--- src/rtl/pipe_skid_stage.sv ---
// pipe_skid_stage: valid/ready pipeline register with one-entry skid buffer, flush-to-bubble and saturating stall counter
module pipe_skid_stage #(
    parameter int DATA_W = 64,
    parameter int CTRL_W = 9,
    parameter int CNT_W  = 16
) (
    input  logic              clk,
    input  logic              rst,
    input  logic              flush,
    input  logic              in_valid,
    output logic              in_ready,
    input  logic [DATA_W-1:0] in_data,
    input  logic [CTRL_W-1:0] in_ctrl,
    output logic              out_valid,
    input  logic              out_ready,
    output logic [DATA_W-1:0] out_data,
    output logic [CTRL_W-1:0] out_ctrl,
    output logic [1:0]        occupancy,
    output logic [CNT_W-1:0]  stall_cnt
);
    logic              main_valid, skid_valid;
    logic [DATA_W-1:0] main_data, skid_data;
    logic [CTRL_W-1:0] main_ctrl, skid_ctrl;
    logic              acc, pop;

    assign acc       = in_valid & ~skid_valid;
    assign pop       = main_valid & out_ready;
    assign in_ready  = ~skid_valid;
    assign out_valid = main_valid;
    assign out_data  = main_data;
    assign out_ctrl  = main_valid ? main_ctrl : '0;
    assign occupancy = {1'b0, main_valid} + {1'b0, skid_valid};

    always_ff @(posedge clk) begin
        if (rst) begin
            main_valid <= 1'b0;
            skid_valid <= 1'b0;
            main_data  <= '0;
            skid_data  <= '0;
            main_ctrl  <= '0;
            skid_ctrl  <= '0;
        end else if (flush) begin
            main_valid <= 1'b0;
            skid_valid <= 1'b0;
            main_ctrl  <= '0;
            skid_ctrl  <= '0;
        end else if (!main_valid || pop) begin
            // skid always drains ahead of new input to keep ordering
            if (skid_valid) begin
                main_data  <= skid_data;
                main_ctrl  <= skid_ctrl;
                skid_valid <= 1'b0;
            end else if (acc) begin
                main_data  <= in_data;
                main_ctrl  <= in_ctrl;
                main_valid <= 1'b1;
            end else begin
                main_valid <= 1'b0;
            end
        end else if (acc) begin
            skid_data  <= in_data;
            skid_ctrl  <= in_ctrl;
            skid_valid <= 1'b1;
        end
    end

    always_ff @(posedge clk) begin
        if (rst)
            stall_cnt <= '0;
        else if (main_valid && !out_ready && !flush && stall_cnt != '1)
            stall_cnt <= stall_cnt + 1'b1;
    end
endmodule

--- config.mk ---
export PLATFORM = sky130hd
export DESIGN_NAME = pipe_skid_stage
export DESIGN_NICKNAME = d
export VERILOG_FILES = /design/src/rtl/pipe_skid_stage.sv
export SDC_FILE = /design/constraint.sdc
export NUM_CORES = 1
export LEC_CHECK = 0
export CORE_AREA = 2 2 142 144
export DETAILED_ROUTE_END_ITERATION = 16
export DIE_AREA = 0 0 144 146
export PLACE_DENSITY = 0.64
export SYNTH_ARGS = -nofsm -noshare
export SYNTH_HDL_FRONTEND = slang
export SYNTH_SLANG_ARGS = --single-unit
--- constraint.sdc ---
create_clock -name clk -period 2 [get_ports clk]
set_clock_uncertainty 0.05 [all_clocks]
set_input_delay 0.2 -clock clk [delete_from_list [all_inputs] [get_ports clk]]
set_output_delay 0.2 -clock clk [all_outputs]
set_load 0.1 [all_outputs]
==> impl_summary.txt <==
----------------------------------------------------
[Timing]
  Fmax ... 537 MHz
  Max-slew violation count ... 0
  Hold Vio Cnt, Final ... 0
  Minimum setup slack in the final design ... 0.136 ns
  Final setup violation count ... 0
  Part of the cycle the worst path needs ... 93.2%
  Slew @ Worst Pin ... 0.885 ns
  Slew Limit Headroom ... 41.0%
  Unrepaired setup endpoints after global routing ... no
  Post-route minimum period ... 1.86 ns
  Total Neg Setup Slack ... 0 ns

[Route]
  DRC marker count from the first detailed-route iteration ... 261
  Average wire length per cell after detail routing ... 14.4 um
  DRC violations left ... 0
  Antenna-violating nets left ... 0
  Total number of vias ... 5818
  Aggregate routed wire length ... 17300 um
  Length of the first detailed-routing pass in iterations ... 4
  Avg Vias per Cell ... 4.85

[Pwr]
  Worst ir drop on vdd ... 0.554 mV
  Power per cell area ... 877 nW/um^2
  Leakage power summed over all cells ... 3.33 nW

[Setup path]
  Critical path class ... flip-flop to output pin
  R2R Setup Slk ... 0.18 ns
  Source of the worst register-to-register timing path ... stall_cnt[0]
  R2R cell count ... 5
  CP Data Required Time ... 1.75 ns
  Endpoint kind of the worst setup timing path ... output pin
  Crit path arrival time ... 1.61 ns
  Critical Path Fanout Max ... 28
  Critical Path Source Type ... flip-flop
  FF-to-FF End ... stall_cnt[1]

[Yosys]
  Sequential fraction of the synthesis area ... 49.2%
  Nets in the synthesized netlist ... 841
  Number of warnings printed during yosys synthesis ... 0
  Gate count after technology mapping ... 761
  Register bit count reported by yosys ... 164
  Syn avg cell area ... 8.77 um^2
  Post-synthesis instance area ... 6680 um^2
  Synth unique cells ... 40

[Clock tree]
  Clock insertion delay at the later pin of the skew report ... 0.42 ns
  Maximum buffer depth of the clock tree ... 2
  TritonCTS clock tree ... done
  H-tree level count ... 4
  Clock-pin slew on the worst setup and hold paths ... 0.07 ns
  CTS Root Buffer Type ... clkbuf_16
  Number of buffers created by CTS ... 17
  Clock sink count ... 164
  Setup bufs post-CTS ... 0

[Status]
  Result of the run ... finished clean

[Hold path]
  Count of cells along the worst hold path ... 3
  End point of the worst hold path ... skid_data[18]
  Startpoint of the worst hold path ... in_data[18]
  Class of the most critical hold timing path ... input pin to flip-flop

[Global route]
  Tot GR Track Use ... 16.6%
  Largest net degree at the start of global routing ... 81
  Vias in the first global route ... 5365
  Number of antenna violations at the first check in global routing ... 1
  Remaining global-route overflow ... 0
  Wire length of the first global-routing pass ... 27900 um

[Floorplanning]
  Effective utilization at floorplan ... 34.5%
  Die ar. ... 21000 um^2
  Site row count ... 51
  Std-Cell Core Area ... 19300 um^2
  Die W ... 144 um
  Die Height ... 146 um
  Top-level port count ... 171

[Placed design]
  # port buffers ... 170
  Worst slack, placed ... -0.195 ns
  Routability cong. ... 0.772
  DPL Wire Length ... 11300 um

[Job]
  Max-cap viol count ... 0

[Final layout]
  Final Net Count ... 1001
  Fraction of final layout cells with drive strength greater than 1 ... 19.5%
  Area growth, synth to finish ... 40.2%

----------------------------------------------------
flip-flops by register name, summed over array words and instances, names as in the netlist:
| register | flops |
|---|---|
| skid_data | 64 |
| stall_cnt | 16 |
| out_valid | 1 |
| skid_ctrl | 9 |
| out_data | 64 |
| skid_valid | 1 |
| main_ctrl | 9 |
cell families (layout without fill, tap and decap cells):
kind of cell	Yosys count	count (layout)	synth area share (%)
and+or+nand+nor	288	288	18.9
AOI/OAI and AO/OA	170	170	16.2
other	0	1	0
buffers and inverters	60	232	3.79
DFF	164	164	49.2
muxes	75	75	11.3
adders and majority gates	2	2	0.375
xor gates and xnor gates	2	2	0.262
critical path, stage by stage (launching register included):
cell and delay, ns:
dfxtp_4 0.36, buf_6 0.32, ha_1 0.33, buf_12 0.18
per-stage QoR:
step / cells / hold WS [ns] / utilization (%) / power, mW / area, um^2
2_1_floorplan: 761 / 0.286 / - / 4.46 / 6700
3_3_place_gp: 1166 / 0.391 / 45.2 / 4.90 / 8730
3_5_place_dp: 1166 / 0.396 / 45.2 / 4.91 / 8730
4_1_cts: 1198 / 0.274 / 48.4 / 8.30 / 9350
5_1_grt: 1199 / 0.279 / 48.4 / 8.51 / 9360
6_report: 1199 / 0.297 / 48.4 / 8.20 / 9360
timing repair:
item / in CTS / in global routing
setup endpoints to repair: 1 / 9
hold buffers: 1 / 0
endpoints found under the hold margin: 4 / 0
gates resized for setup: 1 / 1
per-layer routing:
| layer | GRT usage, % | vias to the layer above | wire [um] |
|---|---|---|---|
| li1 | - | 2977 | - |
| met1 | 22.2 | 2709 | 8130 |
| met2 | 25.7 | 115 | 8020 |
| met3 | 4.57 | 17 | 873 |
| met4 | 5.74 | 0 | 240 |
| met5 | 0 | - | 0 |
Yosys cell counts:
cell type / count / area, um^2
nand4_1: 3 / 18.8
buf_1: 2 / 7.51
a21oi_1: 81 / 405
nand2_1: 151 / 567
nor2_1: 85 / 319
and4bb_2: 1 / 12.5
a41o_1: 1 / 10.0
nand3_1: 6 / 30.0
or3_1: 4 / 25.0
clkbuf_1: 32 / 120
ha_1: 2 / 25.0
a211oi_1: 76 / 571
nor4_4: 1 / 21.3
o2111ai_1: 1 / 8.76
nor3b_4: 1 / 18.8
xor2_1: 2 / 17.5
nor4_1: 1 / 6.26
and3_1: 2 / 12.5
nor2_4: 1 / 11.3
nor2b_1: 3 / 18.8
inv_1: 4 / 15.0
or3b_4: 1 / 11.3
buf_2: 22 / 110
mux2i_1: 74 / 741
or4_1: 2 / 15.0
nand2b_1: 1 / 6.26
nand4_2: 2 / 25.0
a31oi_1: 2 / 12.5
and2_1: 11 / 68.8
o41ai_4: 1 / 27.5
mux2_2: 1 / 11.3
or2_2: 1 / 6.26
o21a_1: 1 / 7.51
and4_1: 2 / 17.5
o21ai_0: 5 / 25.0
dfxtp_1: 164 / 3280
nor3b_1: 2 / 15.0
nor4b_1: 1 / 8.76
o31ai_1: 2 / 15.0
nor3_1: 6 / 30.0
layout by cell type (no fill, tap or decap), types with 3 or more instances in the layout:
cell               n
a211oi_1          76
a21oi_1           81
and2_1            11
buf_12            21
buf_4             98
bufinv_16          3
clkbuf_16         17
clkdlybuf4s50_1   76
clkinv_2           4
clkinv_4           3
dfxtp_1          146
dfxtp_2           15
dfxtp_4            3
inv_1              4
mux2i_1           74
nand2_1          150
nand3_1            6
nand4_1            3
nor2_1            84
nor2b_1            3
nor3_1             5
o21ai_0            5
or3_1              4
worst max-delay path by stage:
| stage | end | startpoint |
|---|---|---|
| after floorplan | stall_cnt[1] | stall_cnt[8] |
| after global placement | main_ctrl[6] | out_ready |
| after detailed placement | main_ctrl[1] | out_ready |
| after CTS | occupancy[0] | skid_valid |
| after global routing | occupancy[0] | skid_valid |
| final | occupancy[0] | skid_valid |
final cells by class:
class,count,area [um^2]
Timing Repair Buffer,197,1940
Clock buffer,19,453
Antenna cell,1,2.50
Tap cell,265,332
Inverter,4,15.0
Sequential cell,164,3310
Clock inverter,12,154
Multi-Input combinational cell,537,3150
Fill cell,1855,9980
where the power goes:
part / total (mW) / internal [mW] / leakage (nW) / switching, mW
clock network: 3.38 / 2.03 / 0.303 / 1.35
logic: 1.39 / 0.407 / 1.68 / 0.986
registers: 3.43 / 3.37 / 1.35 / 0.0611
total: 8.20 / 5.81 / 3.33 / 2.39
Note: power is estimated with default switching activity, not from simulation.
